$ cat config.mk
export PLATFORM = sky130hd
export DESIGN_NAME = uarttx_core
export DESIGN_NICKNAME = d
export VERILOG_FILES = /design/src/rtl/uart_pkg.sv /design/src/rtl/flex_counter.sv /design/src/rtl/uarttx_core.sv
export SDC_FILE = /design/constraint.sdc
export NUM_CORES = 1
export LEC_CHECK = 0
export BUFFER_PORTS_ARGS = -buffer_cell sky130_fd_sc_hd__clkbuf_2
export CAP_MARGIN = 5
export CORE_MARGIN = 5
export CORE_UTILIZATION = 51
export CTS_CLUSTER_SIZE = 20
export DETAILED_ROUTE_END_ITERATION = 8
export GPL_ROUTABILITY_DRIVEN = 0
export PLACE_DENSITY = 0.7
export SYNTH_ARGS = -nofsm -noshare
export SYNTH_HDL_FRONTEND = slang
export SYNTH_SLANG_ARGS = --single-unit
export TNS_END_PERCENT = 5
$ cat constraint.sdc
create_clock -name clk -period 1.8 [get_ports clk]
set_input_delay 0.27 -clock clk [delete_from_list [all_inputs] [get_ports clk]]
set_output_delay 0.27 -clock clk [all_outputs]
set_load 0.1 [all_outputs]
$ cat src/rtl/uart_pkg.sv
// Shared UART definitions: transmitter state encoding and 8N1 frame constants.
package uart_pkg;

    typedef enum logic [1:0] {
        IDLE  = 2'd0,
        START = 2'd1,
        DATA  = 2'd2,
        STOP  = 2'd3
    } txStateType;

    localparam logic START_BIT      = 1'b0;
    localparam logic STOP_BIT       = 1'b1;
    localparam int   UART_DATA_BITS = 8;

endpackage

$ cat src/rtl/flex_counter.sv
// Up-counter running 1..rollover_val and wrapping back to 1; clear returns it to 0.
module flex_counter #(
    parameter int NUM_CNT_BITS = 4
) (
    input  logic                    clk,
    input  logic                    n_rst,
    input  logic                    clear,
    input  logic                    count_enable,
    input  logic [NUM_CNT_BITS-1:0] rollover_val,
    output logic [NUM_CNT_BITS-1:0] count_out,
    output logic                    rollover_flag
);

    logic [NUM_CNT_BITS-1:0] count_q, count_d;

    always_comb begin
        count_d = count_q;
        if (clear) begin
            count_d = '0;
        end else if (count_enable) begin
            if (count_q == rollover_val) begin
                count_d = NUM_CNT_BITS'(1);
            end else begin
                count_d = count_q + NUM_CNT_BITS'(1);
            end
        end
    end

    always_ff @(posedge clk or negedge n_rst) begin
        if (!n_rst) begin
            count_q <= '0;
        end else begin
            count_q <= count_d;
        end
    end

    assign count_out     = count_q;
    assign rollover_flag = (count_q == rollover_val);

endmodule

$ cat src/rtl/uarttx_core.sv
// 8N1 UART transmitter with a one-byte holding buffer and valid/ready intake.
module uarttx_core
    import uart_pkg::*;
#(
    parameter int CLKS_PER_BIT = 10
) (
    input  logic       clk,
    input  logic       n_rst,
    input  logic [7:0] tx_data,
    input  logic       tx_valid,
    output logic       tx_ready,
    output logic       serial_out,
    output logic       tx_busy,
    output logic       tx_done
);

    localparam int BAUD_W = $clog2(CLKS_PER_BIT + 1);

    txStateType  state_q, state_d;
    logic        buf_full_q, buf_full_d;
    logic [7:0]  buf_q, buf_d;
    logic [7:0]  shift_q, shift_d;

    logic        accept, load;
    logic        baud_clear, bit_clear, bit_en;
    logic        period_end, last_bit;
    logic [BAUD_W-1:0] baud_cnt;
    logic [3:0]  bit_cnt;
    logic        unused_cnt;

    // Baud counter reads 1 in the first cycle of every bit, so the load edge
    // out of IDLE counts too; it only sits at 0 while idling.
    flex_counter #(.NUM_CNT_BITS(BAUD_W)) u_baud_cnt (
        .clk          (clk),
        .n_rst        (n_rst),
        .clear        (baud_clear),
        .count_enable (1'b1),
        .rollover_val (BAUD_W'(CLKS_PER_BIT)),
        .count_out    (baud_cnt),
        .rollover_flag(period_end)
    );

    // Bit counter holds index+1 during DATA, so its rollover marks bit 7.
    flex_counter #(.NUM_CNT_BITS(4)) u_bit_cnt (
        .clk          (clk),
        .n_rst        (n_rst),
        .clear        (bit_clear),
        .count_enable (bit_en),
        .rollover_val (4'(UART_DATA_BITS)),
        .count_out    (bit_cnt),
        .rollover_flag(last_bit)
    );

    assign unused_cnt = ^{baud_cnt, bit_cnt};

    always_comb begin
        state_d    = state_q;
        shift_d    = shift_q;
        load       = 1'b0;
        baud_clear = 1'b0;
        bit_clear  = 1'b0;
        bit_en     = 1'b0;
        serial_out = STOP_BIT;
        tx_done    = 1'b0;

        case (state_q)
            IDLE: begin
                if (buf_full_q) begin
                    load    = 1'b1;
                    state_d = START;
                end else begin
                    baud_clear = 1'b1;
                end
            end
            START: begin
                serial_out = START_BIT;
                if (period_end) begin
                    bit_en  = 1'b1;
                    state_d = DATA;
                end
            end
            DATA: begin
                serial_out = shift_q[0];
                if (period_end) begin
                    shift_d = {1'b0, shift_q[7:1]};
                    if (last_bit) begin
                        state_d = STOP;
                    end else begin
                        bit_en = 1'b1;
                    end
                end
            end
            STOP: begin
                serial_out = STOP_BIT;
                if (period_end) begin
                    tx_done = 1'b1;
                    if (buf_full_q) begin
                        load    = 1'b1;
                        state_d = START;
                    end else begin
                        baud_clear = 1'b1;
                        state_d    = IDLE;
                    end
                end
            end
            default: state_d = IDLE;
        endcase

        if (load) begin
            shift_d   = buf_q;
            bit_clear = 1'b1;
        end
    end

    // A simultaneous accept wins over the load so the new byte stays queued.
    assign accept = tx_valid && !buf_full_q;

    always_comb begin
        buf_d      = buf_q;
        buf_full_d = buf_full_q;
        if (accept) begin
            buf_d      = tx_data;
            buf_full_d = 1'b1;
        end else if (load) begin
            buf_full_d = 1'b0;
        end
    end

    always_ff @(posedge clk or negedge n_rst) begin
        if (!n_rst) begin
            state_q    <= IDLE;
            buf_full_q <= 1'b0;
            buf_q      <= '0;
            shift_q    <= '0;
        end else begin
            state_q    <= state_d;
            buf_full_q <= buf_full_d;
            buf_q      <= buf_d;
            shift_q    <= shift_d;
        end
    end

    assign tx_ready = !buf_full_q;
    assign tx_busy  = (state_q != IDLE);

endmodule

==> reports/metrics.cfg, run 1 <==
[flow_run]
cap_violations=0

[sta]
timing.final.ws_setup_ns=0.0307
setup_viol=0
finClkSkew_ns=0.00287
tightest_slew_ns=0.657
timing.final.hold_violations=0
rsz0062_at_grt=true
period_share_pct=98.3
fin_crit_ns=1.77
slew_violations=0
fmax_mhz=565
relSlewSlack_pct=56.2

[global_routing]
grt_pass1_vias=1062
grt_usage_pct=14.4
grt_max_degree=28
grt_pass1_wl_um=4620
antenna_found_initial=0
grt.overflow.total=0

[critical_path]
critPathLaunchType=flip-flop
r2r_cells=7
critPathKind=flip-flop to primary output
cp.required_ns=1.53
critical_path_peak_fanout=4
cp-end-kind=primary output
arrival_ns=1.50

[die]
die_width_um=62.3
coreArea_um2=2690
num_rows=19
io_pins=15
dieArea_um2=3880
start_util_pct=52.0
die_h_um=62.3

[cells_and_area]
synthToLayoutAreaGrowth_pct=23.6
num_antenna_cells=0
drive_above_1_share_pct=39.7
final_common_cell=dfrtp_1
final_cell_mix=dfrtp_1 (25), nor2_1 (17), clkbuf_2 (11), buf_4 (10), mux2i_1 (8)
multiInputGateArea_um2=736
seqCellArea_um2=678
fin_nets=172
nFillCells=213
final_util_pct=64.2

[route]
first_iter_violations=15
drc=0
drtAntennaViolNets=0
wl_per_cell_um=14.3
viasPerCell=5.48
dr.pass1.iters=4
num_vias=997
wirelength_um=2600

[placement]
dp_hpwl_um=1960
portBuffers=14
pre_cts_slack_ns=0.0257

[logic_synthesis]
synth-edff-count=0
async_flop_share_pct=100
synthSimpleGateAreaFrac_pct=12.7
synth_area_um2=1400
synth_fa_ha_area_share_pct=8.06
synth_ff_type=dfrtp_1
ys_types=35
synth_mux_area_share_pct=12.2
synth-xor-area-share_pct=1.25
syn_nets=144
syn_area_per_cell_um2=11.3
synthCells=124
synth_seq_area_share_pct=48.4
synth_compound_area_share_pct=13.5
synth_top_family_by_area=compound AO/OA/AOI/OAI gates
ys_seq_elements=27
synth_warnings=0

[hold_path]
min_path_type=input pin to flip-flop
worstHoldPathCells=3

[power_and_ir_drop]
p_leak_uw=0.000828
peakVddDrop_v=0.00137
power_density_nw_per_um2=1810

[clock_network]
clockBufferDepth=2
worstSkewPairLatency_ns=0.32
cts_buffers=3
cts_sinks=27
clkTransAtPathRegs_ns=0.15
cts-htree-levels=1
cts_root_buf=clkbuf_4
cts_tree=built

[outcome]
status=completed

cell type report:
class | instances | area share [%]
Timing Repair Buffer | 26 | 11.7
Clock inverter | 1 | 0.435
Clock buffer | 3 | 1.31
Inverter | 9 | 2.32
Multi-Input combinational cell | 85 | 42.6
Tap cell | 31 | 2.25
Sequential cell | 27 | 39.3
worst paths after layout:
path / from / endpoint / slack [ns]
max: state_q[1]$_DFFE_PN0P_ / tx_done / 0.03
min: tx_data[7] / buf_q[7]$_DFFE_PN0P_ / 0.15
max reg2reg: state_q[1]$_DFFE_PN0P_ / shift_q[6]$_DFFE_PN0P_ / 0.07
min reg2reg: buf_q[2]$_DFFE_PN0P_ / buf_q[2]$_DFFE_PN0P_ / 0.53
max in group asynchronous: n_rst / state_q[0]$_DFFE_PN0P_ / 0.86
min in group asynchronous: n_rst / u_bit_cnt.count_out[3]$_DFFE_PN0P_ / 0.49
power breakdown:
group          switching [uW]  internal, uW
sequential                211           885
clock                     180          84.9
combinational             983           785
sequential cells by signal, summed over array words and instances (netlist names):
register / count
state_q: 2
u_baud_cnt.count_out: 4
buf_q: 8
shift_q: 8
u_bit_cnt.count_out: 4
buf_full_q: 1
synthesized netlist by cell type, types with 2 or more instances:
| cell type | n | share of area, % |
|---|---|---|
| nand2_1 | 3 | 0.81 |
| ha_1 | 9 | 8.1 |
| o21ai_0 | 6 | 2.2 |
| nor2b_1 | 2 | 0.90 |
| nand3_1 | 2 | 0.72 |
| and3b_1 | 2 | 1.3 |
| mux2i_1 | 8 | 5.7 |
| o31ai_1 | 2 | 1.1 |
| nor2_1 | 18 | 4.8 |
| dfrtp_1 | 27 | 48 |
| mux2_2 | 7 | 5.6 |
| a21oi_1 | 7 | 2.5 |
| inv_1 | 9 | 2.4 |
stage by stage:
step | cell area (um2) | power [uW] | hold WS, ns | cells | TNS (ns)
2_1_floorplan | 1430 | 2270 | -0.0256 | 124 | -0.0228
3_5_place_dp | 1590 | 2680 | 0.333 | 171 | 0
6_report | 1730 | 3130 | 0.148 | 182 | 0
4_1_cts | 1690 | 3060 | 0.151 | 181 | -0.0122
5_1_grt | 1730 | 3360 | 0.150 | 182 | -0.0781
3_3_place_gp | 1590 | 2600 | 0.323 | 171 | 0
worst max-delay path, cell delays in order, from the launching register on:
cell,delay [ns]
dfrtp_2,0.49
ha_1,0.24
and4b_2,0.28
buf_12,0.17
metal layers:
layer	up-vias	part of all wire [%]	global-route usage, %
met5	-	0	0
li1	490	-	-
met1	491	48	17.3
met2	12	49	25.5
met4	0	1.4	5.31
met3	4	2.2	2.70
what timing repair did:
action                                  4_1_cts  5_1_grt
gates resized for setup                       5       11
pin swaps                                     2        4
buffers inserted                              5        2
cloned                                        0        0
hold buffers                                  1        0
endpoints found under the setup margin        2       11
endpoints found under the hold margin        27        0
cell families after synthesis:
family / after synthesis
compound gates: 25
xor+xnor: 2
fa+ha+maj: 9
buf+inv: 12
flops: 27
mux: 16
simple gates: 33
Power figures use the tool's default switching activity.
==> run 2, diff against run 1 <==
Settings changed: PLACE_DENSITY 0.7 to 0.84.
==> run 2 against run 1 <==
  * The run now ends with setup timing left
  * Wire length is 1.8% higher
  * Setup slack worse by 0.052 ns
  * Total power is 0.70% lower
  * Clock power is 3% higher
  * Non-clock buffer count shrank 4
  * Hold slack worse by 0.0075 ns
  * Via count is 2.6% lower
  * Critical path depth unchanged
  * Final area decreased by 2.5%
  * Flip-flop and latch count stayed put
  * Die area unchanged
  * Largest cell class unchanged
  * Largest power group unchanged
  * Highest routed layer unchanged
==> reports/metrics.cfg, run 2 (synthesis gave the netlist of run 1 again) <==
[critical_path]
critPathLaunchType=flip-flop
regToRegSetupSlack_ns=0.04  ; -0.03 ns
cp.required_ns=1.53  ; about the same
r2r_cells=6  ; -1
cp-end-kind=primary output
worst_path_max_delay_cell=dfrtp_1
crit_chain=ha_2 > and4b_2 > buf_12
critPathKind=flip-flop to primary output
critical_path_peak_fanout=4  ; unchanged
slowest_delay_ns=0.47  ; -0.02 ns
reg2reg_to=state_q[1]$_DFFE_PN0P_
worstReg2RegStart=u_bit_cnt.count_out[0]$_DFFE_PN0P_
arrival_ns=1.55  ; +0.05 ns

[clock_network]
cts_sinks=27  ; unchanged
cts_buffers=3  ; unchanged
cts_root_buf=clkbuf_4
cts_tree=built
clkTransAtPathRegs_ns=0.15  ; about the same
cts-htree-levels=1  ; unchanged
clockBufferDepth=2  ; unchanged
worstSkewPairLatency_ns=0.33  ; about the same

[die]
die_h_um=62.3  ; unchanged
dieArea_um2=3880  ; unchanged
coreArea_um2=2690  ; unchanged
start_util_pct=52.0  ; unchanged
die_width_um=62.3  ; unchanged
io_pins=15  ; unchanged
num_rows=19  ; unchanged

[outcome]
violations=setup timing
status=finished with violations

[route]
dr.pass1.iters=4  ; unchanged
num_vias=971  ; -2.6%
drtAntennaViolNets=0  ; unchanged
first_iter_violations=32  ; +17
drc=0  ; unchanged
wirelength_um=2650  ; +1.8%
viasPerCell=5.46  ; -0.42%
wl_per_cell_um=14.9  ; +4.1%

[placement]
dp_hpwl_um=1850  ; -5.9%
portBuffers=14  ; unchanged
pre_cts_slack_ns=0.0459  ; +0.0203 ns

[sta]
timing.final.hold_violations=0  ; unchanged
setup_viol=2  ; +2
tightest_slew_ns=0.656  ; -0.00110 ns
fin_crit_ns=1.82  ; +0.0518 ns
relSlewSlack_pct=56.3  ; +0.073 points
rsz0062_at_grt=true
period_share_pct=101  ; +2.9 points
finalSetupTns_ns=-0.0251  ; -0.0251 ns
fmax_mhz=549  ; -2.8%
slew_violations=0  ; unchanged
timing.final.ws_setup_ns=-0.0211  ; -0.0518 ns
finClkSkew_ns=0.00381  ; +0.000940 ns

[cells_and_area]
num_antenna_cells=0  ; unchanged
biggestRegsByFlops=buf_q: 8 flops, shift_q: 8 flops
final_common_cell=dfrtp_1
synthToLayoutAreaGrowth_pct=20.5
final_cell_mix=dfrtp_1 (26), nor2_1 (17), clkbuf_2 (11), mux2i_1 (8)
drive_above_1_share_pct=38.8  ; -0.96 points
fin_nets=168  ; -2.3%

[hold_path]
min_path_type=input pin to flip-flop
worstHoldPathCells=3  ; unchanged
whs_endpoint=buf_q[7]$_DFFE_PN0P_
min_from=tx_data[7]

[global_routing]
grt_pass1_vias=1037  ; -2.4%
grt_max_degree=28  ; unchanged
grt_usage_pct=14.1  ; -0.32 points
grt.overflow.total=0  ; unchanged
antenna_found_initial=0  ; unchanged
grt_pass1_wl_um=4550  ; -1.6%

[power_and_ir_drop]
peakVddDrop_v=0.00129  ; -5.8%
power_density_nw_per_um2=1850  ; +1.8%
p_leak_uw=0.000800  ; -3.4%

[flow_run]
cap_violations=0  ; unchanged

-- run 2: worst max-delay path: cells and delay by family (launching register included) --
kind                       cells  cell delay, ns
adders and majority gates      1            0.24
buffers and inverters          1            0.19
DFF                            1            0.47
and+or+nand+nor                1            0.32
-- run 2: layout make-up --
class,count,area (um2)
repair buffers,22,173
flip-flops and latches,27,677
well taps,31,38.8
inverters,9,37.5
clock inverters,1,7.51
multi-input cells,85,727
clock buffers,3,22.5
fillers,196,1000
-- run 2: per-layer routing --
layer | vias up | part of all wire (%) | global-route usage (%)
li1 | 481 | - | -
met1 | 473 | 43 | 16.6
met2 | 12 | 54 | 25.0
met3 | 5 | 1.8 | 1.98
met4 | 0 | 1.4 | 6.63
met5 | - | 0 | 0
-- run 2: timing repair --
action                                  CTS  global route
endpoints found under the setup margin    2            10
hold buffers                              1             0
setup buffers                             3             0
pin swaps                                 1             1
hold endpoints to repair                 27             0
resized for setup                         9             6
-- run 2: power by group --
part / internal (uW) / switching, uW / total [uW] / leakage, uW
clock network: 85.1 / 189 / 274 / 0.0000139
registers: 883 / 205 / 1090 / 0.000322
logic: 760 / 985 / 1750 / 0.000463
total: 1730 / 1380 / 3110 / 0.000800
-- run 2: worst max-delay path by stage --
stage,slack [ns],end,from
after floorplan,-0.02,state_q[1]$_DFFE_PN0P_,state_q[0]$_DFFE_PN0P_
after global placement,0.11,u_bit_cnt.count_out[0]$_DFFE_PN0P_,state_q[0]$_DFFE_PN0P_
after detailed placement,0.05,state_q[0]$_DFFE_PN0P_,u_baud_cnt.count_out[0]$_DFF_PN0_
after CTS,-0.008,tx_done,state_q[0]$_DFFE_PN0P_
after global routing,-0.07,tx_done,state_q[0]$_DFFE_PN0P_
final,-0.02,tx_done,state_q[0]$_DFFE_PN0P_
-- run 2: stage by stage --
step	hold WS [ns]	instances	total power, uW	util, %	cell area, um2
floorplan	-0.0256	124	2270	-	1430
global placement	0.317	170	2590	58.7	1580
detailed placement	0.333	170	2670	58.7	1580
CTS	0.140	178	3040	62.1	1670
global route	0.147	178	3340	62.6	1680
finish	0.140	178	3110	62.6	1680
